[src/rtl/control_parser_if.sv]
// control_parser_if: byte stream from uart_rx into the command parser
// Ports:
//   rx_data    received byte, valid when rx_valid=1
//   rx_valid   one-cycle strobe per received byte
//   rx_invalid framing error flag, qualified by rx_valid
// Modports: master (uart_rx side), slave (parser side)
interface control_parser_if;
  logic [7:0] rx_data;
  logic       rx_valid;
  logic       rx_invalid;
  modport master (output rx_data, rx_valid, rx_invalid);
  modport slave  (input rx_data, rx_valid, rx_invalid);
endinterface

[src/rtl/control_parser.sv]
// control_parser: ASCII command parser driving per-channel enables and levels
// Ports:
//   clk_in     system clock
//   reset_n    asynchronous active-low reset
//   rx         control_parser_if.slave byte stream (rx_data/rx_valid/rx_invalid)
//   enable     per-channel enable, bit i = channel i
//   level      channel i level at [i*LEVEL_WIDTH +: LEVEL_WIDTH]
//   busy       parser is mid-command
//   cmd_error  one-cycle error pulse
// Optional: define CONTROL_PARSER_LEGACY_RGB_EN for single-byte R/G/B/r/g/b commands.
module control_parser #(
  parameter int CHANNELS       = 3,
  parameter int LEVEL_WIDTH    = 8,
  parameter int TIMEOUT_CYCLES = 70000,
  parameter int TIMEOUT_WIDTH  = 17
) (
  input  logic                            clk_in,
  input  logic                            reset_n,
  control_parser_if.slave                 rx,
  output logic [CHANNELS-1:0]             enable,
  output logic [CHANNELS*LEVEL_WIDTH-1:0] level,
  output logic                            busy,
  output logic                            cmd_error
);
  typedef enum logic [1:0] {IDLE, GET_CH, GET_HI, GET_LO} state_t;
  state_t                   state;
  logic [7:0]               op;
  logic [3:0]               ch;
  logic [3:0]               hi;
  logic [TIMEOUT_WIDTH-1:0] cnt;
  logic [7:0]               d;
  logic                     is_dig;
  logic                     is_hex;
  logic                     ch_ok;
  logic [3:0]               dig;
  logic [3:0]               hex;
  logic [7:0]               byte_val;
  logic [LEVEL_WIDTH-1:0]   new_lvl;
  logic                     tmo;
  logic                     rgb_hit;
  logic                     rgb_set;
  logic [1:0]               rgb_idx;
  assign d        = rx.rx_data;
  assign is_dig   = d >= "0" && d <= "9";
  assign dig      = d[3:0];
  assign ch_ok    = is_dig && int'(dig) < CHANNELS;
  assign is_hex   = is_dig || (d >= "A" && d <= "F") || (d >= "a" && d <= "f");
  // 'A'..'F' and 'a'..'f' both have low nibble 1..6
  assign hex      = is_dig ? dig : d[3:0] + 4'd9;
  assign byte_val = {hi, hex};
  assign new_lvl  = byte_val[7 -: LEVEL_WIDTH];
  assign tmo      = cnt == TIMEOUT_WIDTH'(TIMEOUT_CYCLES - 1);
`ifdef CONTROL_PARSER_LEGACY_RGB_EN
  assign rgb_hit  = d inside {"R", "G", "B", "r", "g", "b"};
  assign rgb_set  = !d[5];
  assign rgb_idx  = (d | 8'h20) == "r" ? 2'd0 : (d | 8'h20) == "g" ? 2'd1 : 2'd2;
`else
  assign rgb_hit  = 1'b0;
  assign rgb_set  = 1'b0;
  assign rgb_idx  = 2'd0;
`endif
  always_ff @(posedge clk_in or negedge reset_n) begin
    if (!reset_n) begin
      state     <= IDLE;
      enable    <= '1;
      level     <= '1;
      busy      <= 1'b0;
      cmd_error <= 1'b0;
      op        <= '0;
      ch        <= '0;
      hi        <= '0;
      cnt       <= '0;
    end else begin
      cmd_error <= 1'b0;
      if (rx.rx_valid) begin
        cnt <= '0;
        if (rx.rx_invalid) begin
          state     <= IDLE;
          busy      <= 1'b0;
          cmd_error <= state != IDLE;
        end else begin
          case (state)
            IDLE: begin
              if (d == "E" || d == "D" || d == "L") begin
                op    <= d;
                state <= GET_CH;
                busy  <= 1'b1;
              end else if (d == "X") begin
                enable <= '1;
                level  <= '1;
              end else if (rgb_hit) begin
                // letters mapping past the last channel match no index and are dropped
                for (int i = 0; i < CHANNELS; i++)
                  if (i == int'(rgb_idx)) enable[i] <= rgb_set;
              end
            end
            GET_CH: begin
              state     <= ch_ok && op == "L" ? GET_HI : IDLE;
              busy      <= ch_ok && op == "L";
              cmd_error <= !ch_ok;
              ch        <= dig;
              if (ch_ok && op != "L")
                for (int i = 0; i < CHANNELS; i++)
                  if (i == int'(dig)) enable[i] <= op == "E";
            end
            GET_HI: begin
              state     <= is_hex ? GET_LO : IDLE;
              busy      <= is_hex;
              cmd_error <= !is_hex;
              hi        <= hex;
            end
            default: begin
              state     <= IDLE;
              busy      <= 1'b0;
              cmd_error <= !is_hex;
              if (is_hex)
                for (int i = 0; i < CHANNELS; i++)
                  if (i == int'(ch)) level[i*LEVEL_WIDTH +: LEVEL_WIDTH] <= new_lvl;
            end
          endcase
        end
      end else if (state != IDLE) begin
        if (tmo) begin
          state     <= IDLE;
          busy      <= 1'b0;
          cmd_error <= 1'b1;
          cnt       <= '0;
        end else begin
          cnt <= cnt + 1'b1;
        end
      end else begin
        cnt <= '0;
      end
    end
  end
endmodule

[src/flat_wrapper.sv]
// flat-port wrapper written by rule: the top's interface ports become plain ports
module control_parser_flat 
#(
  parameter int CHANNELS       = 3,
  parameter int LEVEL_WIDTH    = 8,
  parameter int TIMEOUT_CYCLES = 70000,
  parameter int TIMEOUT_WIDTH  = 17
)
  (clk_in, reset_n, enable, level, busy, cmd_error, rx_rx_data, rx_rx_valid, rx_rx_invalid);
  control_parser_if rx_i ();
  input  logic clk_in;
  input  logic reset_n;
  output logic [CHANNELS-1:0] enable;
  output logic [CHANNELS*LEVEL_WIDTH-1:0] level;
  output logic busy;
  output logic cmd_error;
  input wire logic [$bits(rx_i.rx_data)-1:0] rx_rx_data;
  input wire logic [$bits(rx_i.rx_valid)-1:0] rx_rx_valid;
  input wire logic [$bits(rx_i.rx_invalid)-1:0] rx_rx_invalid;
  assign rx_i.rx_data = rx_rx_data;
  assign rx_i.rx_valid = rx_rx_valid;
  assign rx_i.rx_invalid = rx_rx_invalid;
  control_parser #(.CHANNELS(CHANNELS), .LEVEL_WIDTH(LEVEL_WIDTH), .TIMEOUT_CYCLES(TIMEOUT_CYCLES), .TIMEOUT_WIDTH(TIMEOUT_WIDTH)) u_core (.clk_in(clk_in), .reset_n(reset_n), .rx(rx_i), .enable(enable), .level(level), .busy(busy), .cmd_error(cmd_error));
endmodule
[config.mk]
export PLATFORM = sky130hd
export DESIGN_NAME = control_parser_flat
export DESIGN_NICKNAME = d
export VERILOG_FILES = /design/src/rtl/control_parser_if.sv /design/src/rtl/control_parser.sv /design/src/flat_wrapper.sv
export SDC_FILE = /design/constraint.sdc
export NUM_CORES = 1
export LEC_CHECK = 0
export ABC_CLOCK_PERIOD_IN_PS = 3660
export CORE_MARGIN = 4
export CORE_UTILIZATION = 45
export CTS_CLUSTER_DIAMETER = 60
export DETAILED_ROUTE_END_ITERATION = 6
export PLACE_DENSITY = 0.67
export SYNTH_ARGS = -nofsm -noshare
export SYNTH_HDL_FRONTEND = slang
export SYNTH_SLANG_ARGS = --single-unit
[constraint.sdc]
create_clock -name clk_in -period 3.66 [get_ports clk_in]
set_clock_uncertainty 0.2 [all_clocks]
set_input_delay 0.366 -clock clk_in [delete_from_list [all_inputs] [get_ports clk_in]]
set_output_delay 0.366 -clock clk_in [all_outputs]
set_load 0.005 [all_outputs]
==> results.py <==
metrics = {
    "pwr": {
        "power_frac_comb": 0.290,
        "clock_power_share": 0.251,
        "p_switching_mw": 0.672,
        "p_leak_nw": 1.59,
        "ir_worst_vdd_v": 0.000271,
        "power.density_mw_per_mm2": 592,
        "swShare": 0.282,
        "fin_total_pwr_mw": 2.38,
        "p_seq_frac": 0.459,
        "intPower_mw": 1.71,
    },
    "floorplan": {
        "dieArea_sq_mm": 0.00896,
        "coreArea_sq_mm": 0.00729,
        "initial_utilization": 0.464,
        "dieHeight_microns": 94.7,
        "io_pins": 41,
        "die_x_microns": 94.7,
        "rows": 31,
    },
    "route": {
        "drc": 0,
        "avgViaCountPerCell": 5.38,
        "num_vias": 2613,
        "dr.pass1.iters": 4,
        "wl_microns": 7360,
        "drt-initial-drc-count": 88,
        "wl_per_cell_microns": 15.2,
        "antenna_left": 0,
    },
    "final_layout": {
        "fillers": 704,
        "fin_nets": 405,
        "multiInputGateArea_sq_mm": 0.00156,
        "regArea_sq_mm": 0.00164,
        "antenna_cells": 0,
        "stdcell_area_sq_mm": 0.00403,
        "area_growth_pct": 19.1,
        "instances_no_fill": 486,
        "drive_above_1_share": 0.165,
        "post-route-util": 0.552,
    },
    "clock_network": {
        "postCtsSetupBuffers": 0,
        "cts_root_buffer": "clkbuf_8",
        "cts_buffers": 9,
        "clock-sinks": 64,
        "clock_path_buffers": 2,
        "h-tree-depth": 3,
        "cts_tree": "built",
        "clkTransAtPathRegs_ns": 0.07,
        "clkLatencyLatePin_ns": 0.34,
        "cts_resized": 0,
    },
    "critical_path": {
        "critPathLaunchType": "primary input",
        "endpoint_kind": "flip-flop",
        "critPathMaxStageDelay_ns": 0.72,
        "crit_slowest_cell": "nor4_4",
        "path_class": "primary input to flip-flop",
        "arrival_ns": 2.84,
        "crit_fanout": 16,
        "crit_chain": "clkdlybuf4s50_1, nand4bb_1, a32o_2, nor4_4, o22ai_1, a31oi_1",
        "worst_ep_required_time_ns": 3.73,
    },
    "placed_design": {
        "postPlaceCellArea_sq_mm": 0.00382,
        "place_congestion": 0.883,
        "portBuffers": 40,
        "place_inst": 470,
        "dp_hpwl_microns": 5270,
        "dp_slack_ns": 0.563,
    },
    "synthesis": {
        "synth.avg_cell_area_sq_um": 9.97,
        "yosysWarnings": 0,
        "postSynthCellCount": 339,
        "synth_async_sr_flop_share": 1.00,
        "syn_area_sq_mm": 0.00338,
        "yosysUniqueCellTypes": 53,
        "synth-seq-area-share": 0.484,
        "ys_ff_latch": 64,
        "yosys_most_used_dff": "dfrtp_1",
        "synthesis.nets": 361,
        "synth_edf_count": 0,
    },
    "sta": {
        "post-route-period-util": 0.757,
        "max-slew-margin-rel": 0.410,
        "hold_viol_final": 0,
        "setup_ws_ns": 0.890,
        "fmax_mhz": 361,
        "setup_viol": 0,
        "worstMarginPinSlew_ns": 0.878,
        "rsz0062_at_grt": "false",
        "tns_ns": 0,
        "whs_ns": 0.267,
        "finalMaxSlewViolations": 0,
        "post-route-min-period_ns": 2.77,
    },
    "global_routing": {
        "grt_pass1_wl_microns": 12600,
        "grt_usage": 0.179,
        "grt_overflow": 0,
        "grt_pass1_vias": 2616,
        "grt_max_degree": 44,
        "grt_antenna_before_repair": 0,
    },
    "run_status": {
        "status": "finished clean",
    },
    "min_path": {
        "hold_class": "flip-flop to flip-flop",
    },
    "job": {
        "drv_cap": 0,
    },
}
## placed cells by master, fill, tap and decap left out, types with 9 or more instances in the layout
cell and instances:
dfrtp_1 37, o21ai_0 13, nor3_1 22, dfstp_2 27
nor2_1 40, clkdlybuf4s50_1 39, a211oi_1 13, nand3_1 14
clkbuf_8 9, xnor2_1 9, inv_1 14, nand2_1 28
ha_1 10
## routing by layer
metal  GRT usage  vias to the layer above  part of all wire
li1            -                     1285                 -
met1       0.252                     1272              0.49
met2       0.265                       45              0.46
met3      0.0438                       11             0.039
met4      0.0697                        0             0.016
met5           0                        -                 0
## state kept, by name, indices dropped and copies added (netlist names), 2 cells and up
register       cells
u_core.state       2
u_core.op          8
u_core.level      24
u_core.hi          4
u_core.cnt        17
u_core.ch          4
u_core.enable      3
## synth_stat cells (2+ instances only)
| library cell | n | area (sq um) |
|---|---|---|
| a211oi_1 | 13 | 97.6 |
| a21oi_1 | 8 | 40.0 |
| a22o_1 | 3 | 26.3 |
| a2bb2oi_1 | 5 | 43.8 |
| and2_1 | 5 | 31.3 |
| and3_1 | 4 | 25.0 |
| buf_4 | 2 | 15.0 |
| buf_6 | 2 | 22.5 |
| clkbuf_1 | 5 | 18.8 |
| clkbuf_8 | 5 | 68.8 |
| dfrtp_1 | 37 | 926 |
| dfstp_2 | 27 | 709 |
| ha_1 | 10 | 125 |
| inv_1 | 14 | 52.6 |
| mux2_2 | 6 | 67.6 |
| nand2_1 | 28 | 105 |
| nand2b_1 | 6 | 37.5 |
| nand3_1 | 14 | 70.1 |
| nand3b_1 | 3 | 22.5 |
| nand4_1 | 2 | 12.5 |
| nor2_1 | 40 | 150 |
| nor2b_1 | 4 | 25.0 |
| nor3_1 | 22 | 110 |
| nor3b_1 | 4 | 30.0 |
| nor4_2 | 2 | 25.0 |
| nor4b_1 | 2 | 17.5 |
| o21a_1 | 4 | 30.0 |
| o21ai_0 | 13 | 65.1 |
| o22a_1 | 5 | 43.8 |
| o22ai_1 | 3 | 18.8 |
| o31ai_1 | 2 | 15.0 |
| or2_2 | 3 | 18.8 |
| or3_1 | 4 | 25.0 |
| xnor2_1 | 9 | 78.8 |
| xor2_1 | 5 | 43.8 |
## path summary, 6_finish.rpt
kind / from / endpoint / slack (ns) / depth (start not counted)
setup / recovery: rx_rx_data[7] / u_core.level[10]$_DFFE_PN1P_ / 0.89 / 6
hold / removal: u_core.op[2]$_DFFE_PN0P_ / u_core.op[2]$_DFFE_PN0P_ / 0.27 / 1
setup reg to reg: u_core.op[1]$_DFFE_PN0P_ / u_core.enable[1]$_DFFE_PN1P_ / 1.25 / 5
hold reg to reg: u_core.op[2]$_DFFE_PN0P_ / u_core.op[2]$_DFFE_PN0P_ / 0.27 / 1
max in group asynchronous: reset_n / u_core.level[23]$_DFFE_PN1P_ / 2.00 / 3
min in group asynchronous: reset_n / u_core.cnt[13]$_DFF_PN0_ / 0.33 / 2
## area by class of cell
cell class,count,area share
clock inverters,4,0.00590
well taps,99,0.0308
clock buffers,11,0.0432
flip-flops and latches,64,0.406
repair buffers,48,0.114
inverters,14,0.0130
multi-input cells,246,0.387
## cells by family after synthesis
group | count (synthesis) | share of synthesized area
compound gates | 64 | 0.131
xor+xnor | 14 | 0.0363
fa+ha+maj | 10 | 0.0370
flops | 64 | 0.484
simple gates | 151 | 0.234
mux | 7 | 0.0229
buf+inv | 29 | 0.0548
## worst max-delay path, delay by kind of cell
family	cells	cell delay, ns
and+or+nand+nor	2	1.20
buffers and inverters	1	0.44
AOI/OAI and AO/OA	3	0.82
## what timing repair did
action | CTS | global route
endpoints found under the hold margin | 18 | 0
hold buffers | 1 | 0
endpoints found under the setup margin | 0 | 0
## power groups by stage
stage / sequential, mW / clock (mW) / combinational (mW)
after detailed placement: 1.10 / 0 / 0.699
after floorplan: 1.10 / 0 / 0.322
final: 1.09 / 0.599 / 0.692
after global placement: 1.10 / 0 / 0.689
after CTS: 1.09 / 0.613 / 0.702
after global routing: 1.12 / 0.647 / 0.763
(Power assumes the default switching activity.)
